--- src/rtl/gcd_arbiter.sv ---
// Round-robin front end that shares one GCD engine among N requesters.
// Optional watchdog: define GCD_ARB_TIMEOUT_EN to enable eng_abort / rsp_err.
module gcd_arbiter #(
  parameter int N       = 4,
  parameter int W       = 16,
  parameter int IDW     = 2,
  parameter int TIMEOUT = 1024,
  parameter int CW      = 11
) (
  input  logic           clk,
  input  logic           rst_n,
  input  logic [N-1:0]   i_req_valid,
  output logic [N-1:0]   o_req_ready,
  input  logic [N*W-1:0] i_req_a,
  input  logic [N*W-1:0] i_req_b,
  output logic           o_eng_start,
  output logic [W-1:0]   o_eng_a,
  output logic [W-1:0]   o_eng_b,
  output logic           o_eng_abort,
  input  logic           i_eng_done,
  input  logic [W-1:0]   i_eng_result,
  output logic           o_rsp_valid,
  input  logic           i_rsp_ready,
  output logic [IDW-1:0] o_rsp_id,
  output logic [W-1:0]   o_rsp_data,
  output logic           o_rsp_err
);

  typedef enum logic [1:0] {S_IDLE, S_ISSUE, S_BUSY, S_RESP} state_t;

  state_t         r_state;
  logic [IDW-1:0] r_ptr;
  logic [IDW-1:0] r_rsp_id;
  logic [W-1:0]   r_eng_a;
  logic [W-1:0]   r_eng_b;
  logic [W-1:0]   r_rsp_data;
  logic           r_eng_start;
  logic           r_rsp_valid;

  logic           w_any;
  logic [IDW-1:0] w_grant;
  logic [IDW-1:0] w_ptr_next;
  logic [W-1:0]   w_sel_a;
  logic [W-1:0]   w_sel_b;
  logic           w_timeout;

  // Scan from ptr downward in priority: the lowest offset from ptr wins.
  always_comb begin
    w_any   = 1'b0;
    w_grant = '0;
    for (int k = N - 1; k >= 0; k--) begin
      if (i_req_valid[(int'(r_ptr) + k) % N]) begin
        w_any   = 1'b1;
        w_grant = IDW'((int'(r_ptr) + k) % N);
      end
    end
  end

  assign w_sel_a    = i_req_a[int'(w_grant)*W +: W];
  assign w_sel_b    = i_req_b[int'(w_grant)*W +: W];
  assign w_ptr_next = (r_rsp_id == IDW'(N - 1)) ? '0 : r_rsp_id + 1'b1;

  for (genvar gi = 0; gi < N; gi++) begin : g_ready
    assign o_req_ready[gi] = rst_n && (r_state == S_IDLE) && w_any && (w_grant == IDW'(gi));
  end

`ifdef GCD_ARB_TIMEOUT_EN
  logic [CW-1:0] r_cnt;
  logic          r_rsp_err;

  // A done pulse in the timeout cycle wins over the abort.
  assign w_timeout   = (r_state == S_BUSY) && !i_eng_done && (r_cnt == CW'(TIMEOUT - 1));
  assign o_eng_abort = w_timeout;
  assign o_rsp_err   = r_rsp_err;

  always_ff @(posedge clk or negedge rst_n) begin
    if (!rst_n) begin
      r_cnt     <= '0;
      r_rsp_err <= 1'b0;
    end else begin
      if (r_state == S_ISSUE)
        r_cnt <= '0;
      else if (r_state == S_BUSY)
        r_cnt <= r_cnt + 1'b1;
      if (r_state == S_BUSY && i_eng_done)
        r_rsp_err <= 1'b0;
      else if (w_timeout)
        r_rsp_err <= 1'b1;
    end
  end
`else
  assign w_timeout   = 1'b0 && (TIMEOUT > 0) && (CW > 0);
  assign o_eng_abort = 1'b0;
  assign o_rsp_err   = 1'b0;
`endif

  always_ff @(posedge clk or negedge rst_n) begin
    if (!rst_n) begin
      r_state     <= S_IDLE;
      r_ptr       <= '0;
      r_eng_start <= 1'b0;
      r_eng_a     <= '0;
      r_eng_b     <= '0;
      r_rsp_valid <= 1'b0;
      r_rsp_id    <= '0;
      r_rsp_data  <= '0;
    end else begin
      r_eng_start <= 1'b0;
      unique case (r_state)
        S_IDLE: begin
          if (w_any) begin
            r_eng_a     <= w_sel_a;
            r_eng_b     <= w_sel_b;
            r_rsp_id    <= w_grant;
            r_eng_start <= 1'b1;
            r_state     <= S_ISSUE;
          end
        end
        S_ISSUE: r_state <= S_BUSY;
        S_BUSY: begin
          if (i_eng_done) begin
            r_rsp_data  <= i_eng_result;
            r_rsp_valid <= 1'b1;
            r_state     <= S_RESP;
          end else if (w_timeout) begin
            r_rsp_data  <= '0;
            r_rsp_valid <= 1'b1;
            r_state     <= S_RESP;
          end
        end
        S_RESP: begin
          if (i_rsp_ready) begin
            r_rsp_valid <= 1'b0;
            r_ptr       <= w_ptr_next;
            r_state     <= S_IDLE;
          end
        end
        default: r_state <= S_IDLE;
      endcase
    end
  end

  assign o_eng_start = r_eng_start;
  assign o_eng_a     = r_eng_a;
  assign o_eng_b     = r_eng_b;
  assign o_rsp_valid = r_rsp_valid;
  assign o_rsp_id    = r_rsp_id;
  assign o_rsp_data  = r_rsp_data;

endmodule

--- config.mk ---
export PLATFORM = sky130hd
export DESIGN_NAME = gcd_arbiter
export DESIGN_NICKNAME = d
export VERILOG_FILES = /design/src/rtl/gcd_arbiter.sv
export SDC_FILE = /design/constraint.sdc
export NUM_CORES = 1
export LEC_CHECK = 0
export CORE_AREA = 4 4 101 103
export CTS_CLUSTER_SIZE = 24
export DETAILED_ROUTE_END_ITERATION = 8
export DIE_AREA = 0 0 105 107
export GPL_TIMING_DRIVEN = 0
export PLACE_DENSITY = 0.76
export SYNTH_ARGS = -nofsm -noshare
export SYNTH_HDL_FRONTEND = slang
export SYNTH_SLANG_ARGS = --single-unit
--- constraint.sdc ---
create_clock -name clk -period 2.1 [get_ports clk]
set_input_delay 0.315 -clock clk [delete_from_list [all_inputs] [get_ports clk]]
set_output_delay 0.315 -clock clk [all_outputs]
set_load 0.02 [all_outputs]
# [After elaboration in Yosys (flattened, before gate mapping)]
# Cells that the tools add are included.
[op_classes] reduce_logical=17 magnitude_cmp=4 n_mux=29 n_shift=2 bitwise=3 add_sub_neg=4 n_eq_ne=10
[ops] operator="$shiftx 64x7->16" count=2
[ops] operator="$mux 2" count=8
[ops] operator="$mux 1" count=15
[ops] operator="$lt 3x4->1 const B" count=3
[ops] operator="$eq 2x2->1 const B" count=5
[ops] operator="$bmux 1 s2" count=4
[ops] operator="$pmux 2 s4" count=1
[ops] operator="$logic_and 1x1->1" count=6
[ops] operator="$ne 2x2->1 const B" count=3
[ops] operator="$reduce_and 2->1" count=3
[ops] operator="$reduce_and 3->1" count=2
[ops] operator="$reduce_or 2->1" count=3
[ops] operator="$add 2x1->2 const B" count=2
[ops] operator="$add 2x2->2 const B" count=2
[ops] operator="$eq 2x1->1 const B" count=2
[ops] operator="$logic_not 2->1" count=2
[ops] operator="$and 1x1->1 const A" count=3
[ops] operator="$lt 2x3->1 const B" count=1
[ops] operator="$pmux 1 s2" count=1
[ops] operator="$reduce_bool 2->1" count=1
[word_totals] in_bits=152 elab_cells=77 register_bits=56 output_inout_bits=58

# [Longest topological paths before layout]
[logic_depth] depth_word=12 mapped_depth=8

# [Worst setup path after synthesis]
# Ideal clock, no wire load.
[synth_timing] path_type="register -> output" from="register r_ptr[1]" to="output port o_req_ready[0]" arrival_ns=1.752 path_slack_ns=0.033 stages_incl_launch_ff=7 n_path_buf=2 path_cell_list="dfrtp_1 -> nand2b_1 -> a21o_1 -> clkbuf_1 -> clkbuf_1 -> and2_1 -> nor3_1"
[synth_via] elab_chain_cells=10 word_cells_on_any_way=25 cone_classes="3 x add/sub; 19 x mux; 3 x reduce/logical"
[synth_rtl] element="start, declared" line_no="32" text="logic [IDW-1:0] r_ptr;"
[synth_rtl] element="start signal, assigned" line_no="134" text="r_ptr <= w_ptr_next;"
[synth_rtl] element="$add 2x2->2" line_no="52, 54"
[synth_rtl] element="$bmux 1 s2" line_no="52" text="if (i_req_valid[(int'(r_ptr) + k) % N]) begin"
[synth_rtl] element="$mux 1 (implied by the code) (2 in series)" line_no="52"
[synth_rtl] element="$mux 2 or $mux 1 (tied branches) (4 in series)" line_no="52"
[synth_rtl] element="$logic_not 2->1 or $logic_and 1x1->1 (tied branches)" line_no="64" text="assign o_req_ready[gi] = rst_n && (r_state == S_IDLE) && w_any && (w_grant == IDW'(gi));"
[synth_rtl] element="$logic_and 1x1->1 (*)" line_no="64"
[synth_rtl] element="end, declared" line_no="13" text="output logic [N-1:0] o_req_ready,"
# Mark *: on every way between the ends. The rest lies on a longest branch, timed or not. The select of a mux whose other input is x is not followed.

# [Worst setup path after layout]
[layout_timing] from="register r_ptr[1]" to="output port o_req_ready[3]"
[layout_via] elab_chain_cells=10 word_cells_on_any_way=25 cone_classes="3 x add/sub; 1 x eq/ne; 19 x mux; 2 x reduce/logical"
[layout_rtl] element="$add 2x2->2" line_no="52, 54"
[layout_rtl] element="$bmux 1 s2" line_no="52"
[layout_rtl] element="$mux 1 (implied by the code) (2 in series)" line_no="52"
[layout_rtl] element="$mux 2 or $mux 1 (tied branches) (4 in series)" line_no="52"
[layout_rtl] element="$eq 2x2->1 or $logic_and 1x1->1 (tied branches)" line_no="64"
[layout_rtl] element="$logic_and 1x1->1 (*)" line_no="64"
# Marked as above.

==> metrics.yaml <==
status: "complete, but fails checks"
violations: "setup timing"
synth-edff-count: 0
finalClockSkew_ps: 9.021
critPathRequiredTime_ps: 1780
die_x_um: 105
cts_made_buffers: 5
start_kind: "register"
p_leak_uw: 0.002474
fp.dieH_um: 107
yosys_warnings: 0
fin_crit_sh_pct: 103.9
ys_seq_elements: 56
grt_pass1_wl_um: 19220
synth.area.top_cells: "dfrtp_1 (41%), and3_1 (12%), a211oi_2 (11%), a211oi_1 (7.8%), mux2_2 (6.0%)"
power.density_nw_per_um2: 1229
h-tree-depth: 2
placed_area_um2: 5609
finalCriticalPeriod_ps: 2182
ant_nets: 0
syn_avg_cell_area_um2: 9.683
arrival_ps: 1870
drt-initial-drc-count: 108
syn_to_final_growth_pct: 75.90
antenna_found_initial: 0
ir_worst_vdd_mv: 0.5433
nFillCells: 768
hp-class: "input port to asynchronous set/reset pin"
coreArea_um2: 9196
worstMarginPinSlew_ps: 651.1
syn_inst: 349
max_freq_ghz: 0.4582
setup_violations: 4
start_util_pct: 36.75
grt_max_degree: 32
clock_sinks: 56
clock-root-buffer: "clkbuf_8"
grt_pass1_vias: 3894
wl_per_cell_um: 17.67
synthFlopType: "dfrtp_1"
ios: 210
dr.pass1.iters: 5
hold_viol: 0
hpwl_um: 9525
design_area_um2: 5944
synthArstFlopShare_pct: 100.0
ff2ff_path_depth: 7
rsz0062_at_grt: "true"
drive_gt1_share_pct: 19.76
synth_top_cell_area_share_pct: 41.47
crit_type: "register to output port"
yosys.cell_types.count: 34
drc_errors: 0
cts_max_path_buffers: 2
synth_most_common_cell: "and3_1"
cp-end-kind: "output port"
finalMaxSlewViolations: 0
synth_common_cells: "and3_1 (64), dfrtp_1 (56), nor3_1 (36), a211oi_1 (35), nor2_1 (34)"
port_buffers: 207
critical_path_peak_fanout: 7
syn-cell-area_um2: 3379
finalNetCount: 732
place_congestion: 0.7894
tns_ps: -183.3
finalWorstSetupSlack_ps: -82.42
cts_tree: "built"
n_antenna_cell: 0
placementRows: 35
track_usage_pct: 21.35
clkTransAtPathRegs_ps: 100
maxCapViolCount: 0
gr-total-overflow: 0
viasPerCell: 5.201
design.die.area_um2: 11240
max_slew_margin_pct: 56.59
ys_seq_area_share_pct: 41.47
wirelength_um: 12150
clk_latency_ps: 310
vias: 3578
yosysTopAreaCell: "dfrtp_1"
## worst max-delay path, stage by stage (launching register included)
cell       delay, ps
dfrtp_2          470
mux2i_2          180
a2bb2oi_2        250
nand2_2          110
buf_8            140
buf_12           120
nor3_4           150
buf_6            140
## power by group
group          total [uW]  switching (uW)  internal, uW
clock network         705             351           355
registers            1960             323          1640
logic                4640            2360          2290
total                7310            3030          4280
## per-stage QoR
stage	utilization, %	instances	worst slack, ps	power (uW)	hold slack (ps)
final	64.64	688	-82.42	7309	12.46
after floorplan	-	350	33.42	4416	19.41
after global routing	64.64	688	-159.0	7801	62.83
after detailed placement	60.99	669	-1028	6357	383.0
after CTS	64.39	690	-73.19	7332	29.21
after global placement	60.83	668	-2199	6247	484.9
## state kept, by name, indices dropped and copies added, names as in the netlist
| register | count |
|---|---|
| r_ptr | 2 |
| o_eng_start | 1 |
| o_eng_b | 16 |
| o_eng_a | 16 |
| o_rsp_id | 2 |
| r_state | 2 |
| o_rsp_valid | 1 |
| o_rsp_data | 16 |
## cell type report
class,count,area (um2),share of cell area (%)
clock inverters,2,35.03,0.5893
inverters,6,22.52,0.3789
repair buffers,221,2176,36.60
clock buffers,6,72.57,1.221
well taps,111,138.9,2.336
multi-input cells,253,1852,31.15
plain buffers,33,244.0,4.104
flip-flops and latches,56,1404,23.62
## final timing paths
kind                                           start  slack (ps)                         to
hold / removal                                 rst_n          10     o_eng_b[9]$_DFFE_PN0P_
max in group asynchronous                      rst_n        1470       r_ptr[1]$_DFFE_PN0P_
hold reg to reg            o_rsp_data[9]$_DFFE_PN0P_         510  o_rsp_data[9]$_DFFE_PN0P_
min in group clk           o_rsp_data[9]$_DFFE_PN0P_         510  o_rsp_data[9]$_DFFE_PN0P_
setup / recovery                r_ptr[1]$_DFFE_PN0P_         -80             o_req_ready[3]
setup reg to reg                r_ptr[0]$_DFFE_PN0P_          90     o_eng_b[1]$_DFFE_PN0P_
## per-layer routing
metal  vias up  track usage, %  routed length, um
met3        21           6.141               1052
met4         0           8.435                290
li1       1741               -                  -
met1      1663           22.81               4483
met5         -               0                  0
met2       153           39.55               6327
## logic make-up (layout without fill, tap and decap cells)
group,count (synthesis),count (layout),share of synthesized area [%]
muxes,19,19,6.294
DFF,56,56,41.47
and+or+nand+nor,151,151,23.70
other,1,2,0.1110
buffers and inverters,41,268,5.701
AOI/OAI and AO/OA,77,77,21.25
adders and majority gates,4,4,1.481
## repair_timing
item                                    in CTS  in global routing
endpoints found under the setup margin      35                 33
setup buffers                               13                  0
pin swaps                                    7                  5
hold buffers                                 0                  0
resized for setup                           60                 23
## placed cells by master, fill, tap and decap left out, types with 3 or more instances in the layout
cell / Yosys / final
clkbuf_1: 23 / 9
a211oi_1: 35 / 35
a211oi_2: 29 / 29
nand2_1: 8 / 6
clkbuf_8: 0 / 6
clkbuf_2: 0 / 9
buf_4: 2 / 19
nor3_2: 0 / 3
dfrtp_1: 56 / 54
ha_1: 4 / 4
inv_1: 6 / 6
o21ai_0: 4 / 4
and3_1: 64 / 64
nor2_1: 34 / 34
mux2_2: 18 / 18
nor3_1: 36 / 32
buf_6: 3 / 5
buf_8: 0 / 3
buf_2: 7 / 4
clkdlybuf4s50_1: 0 / 200
(Power assumes the default switching activity.)
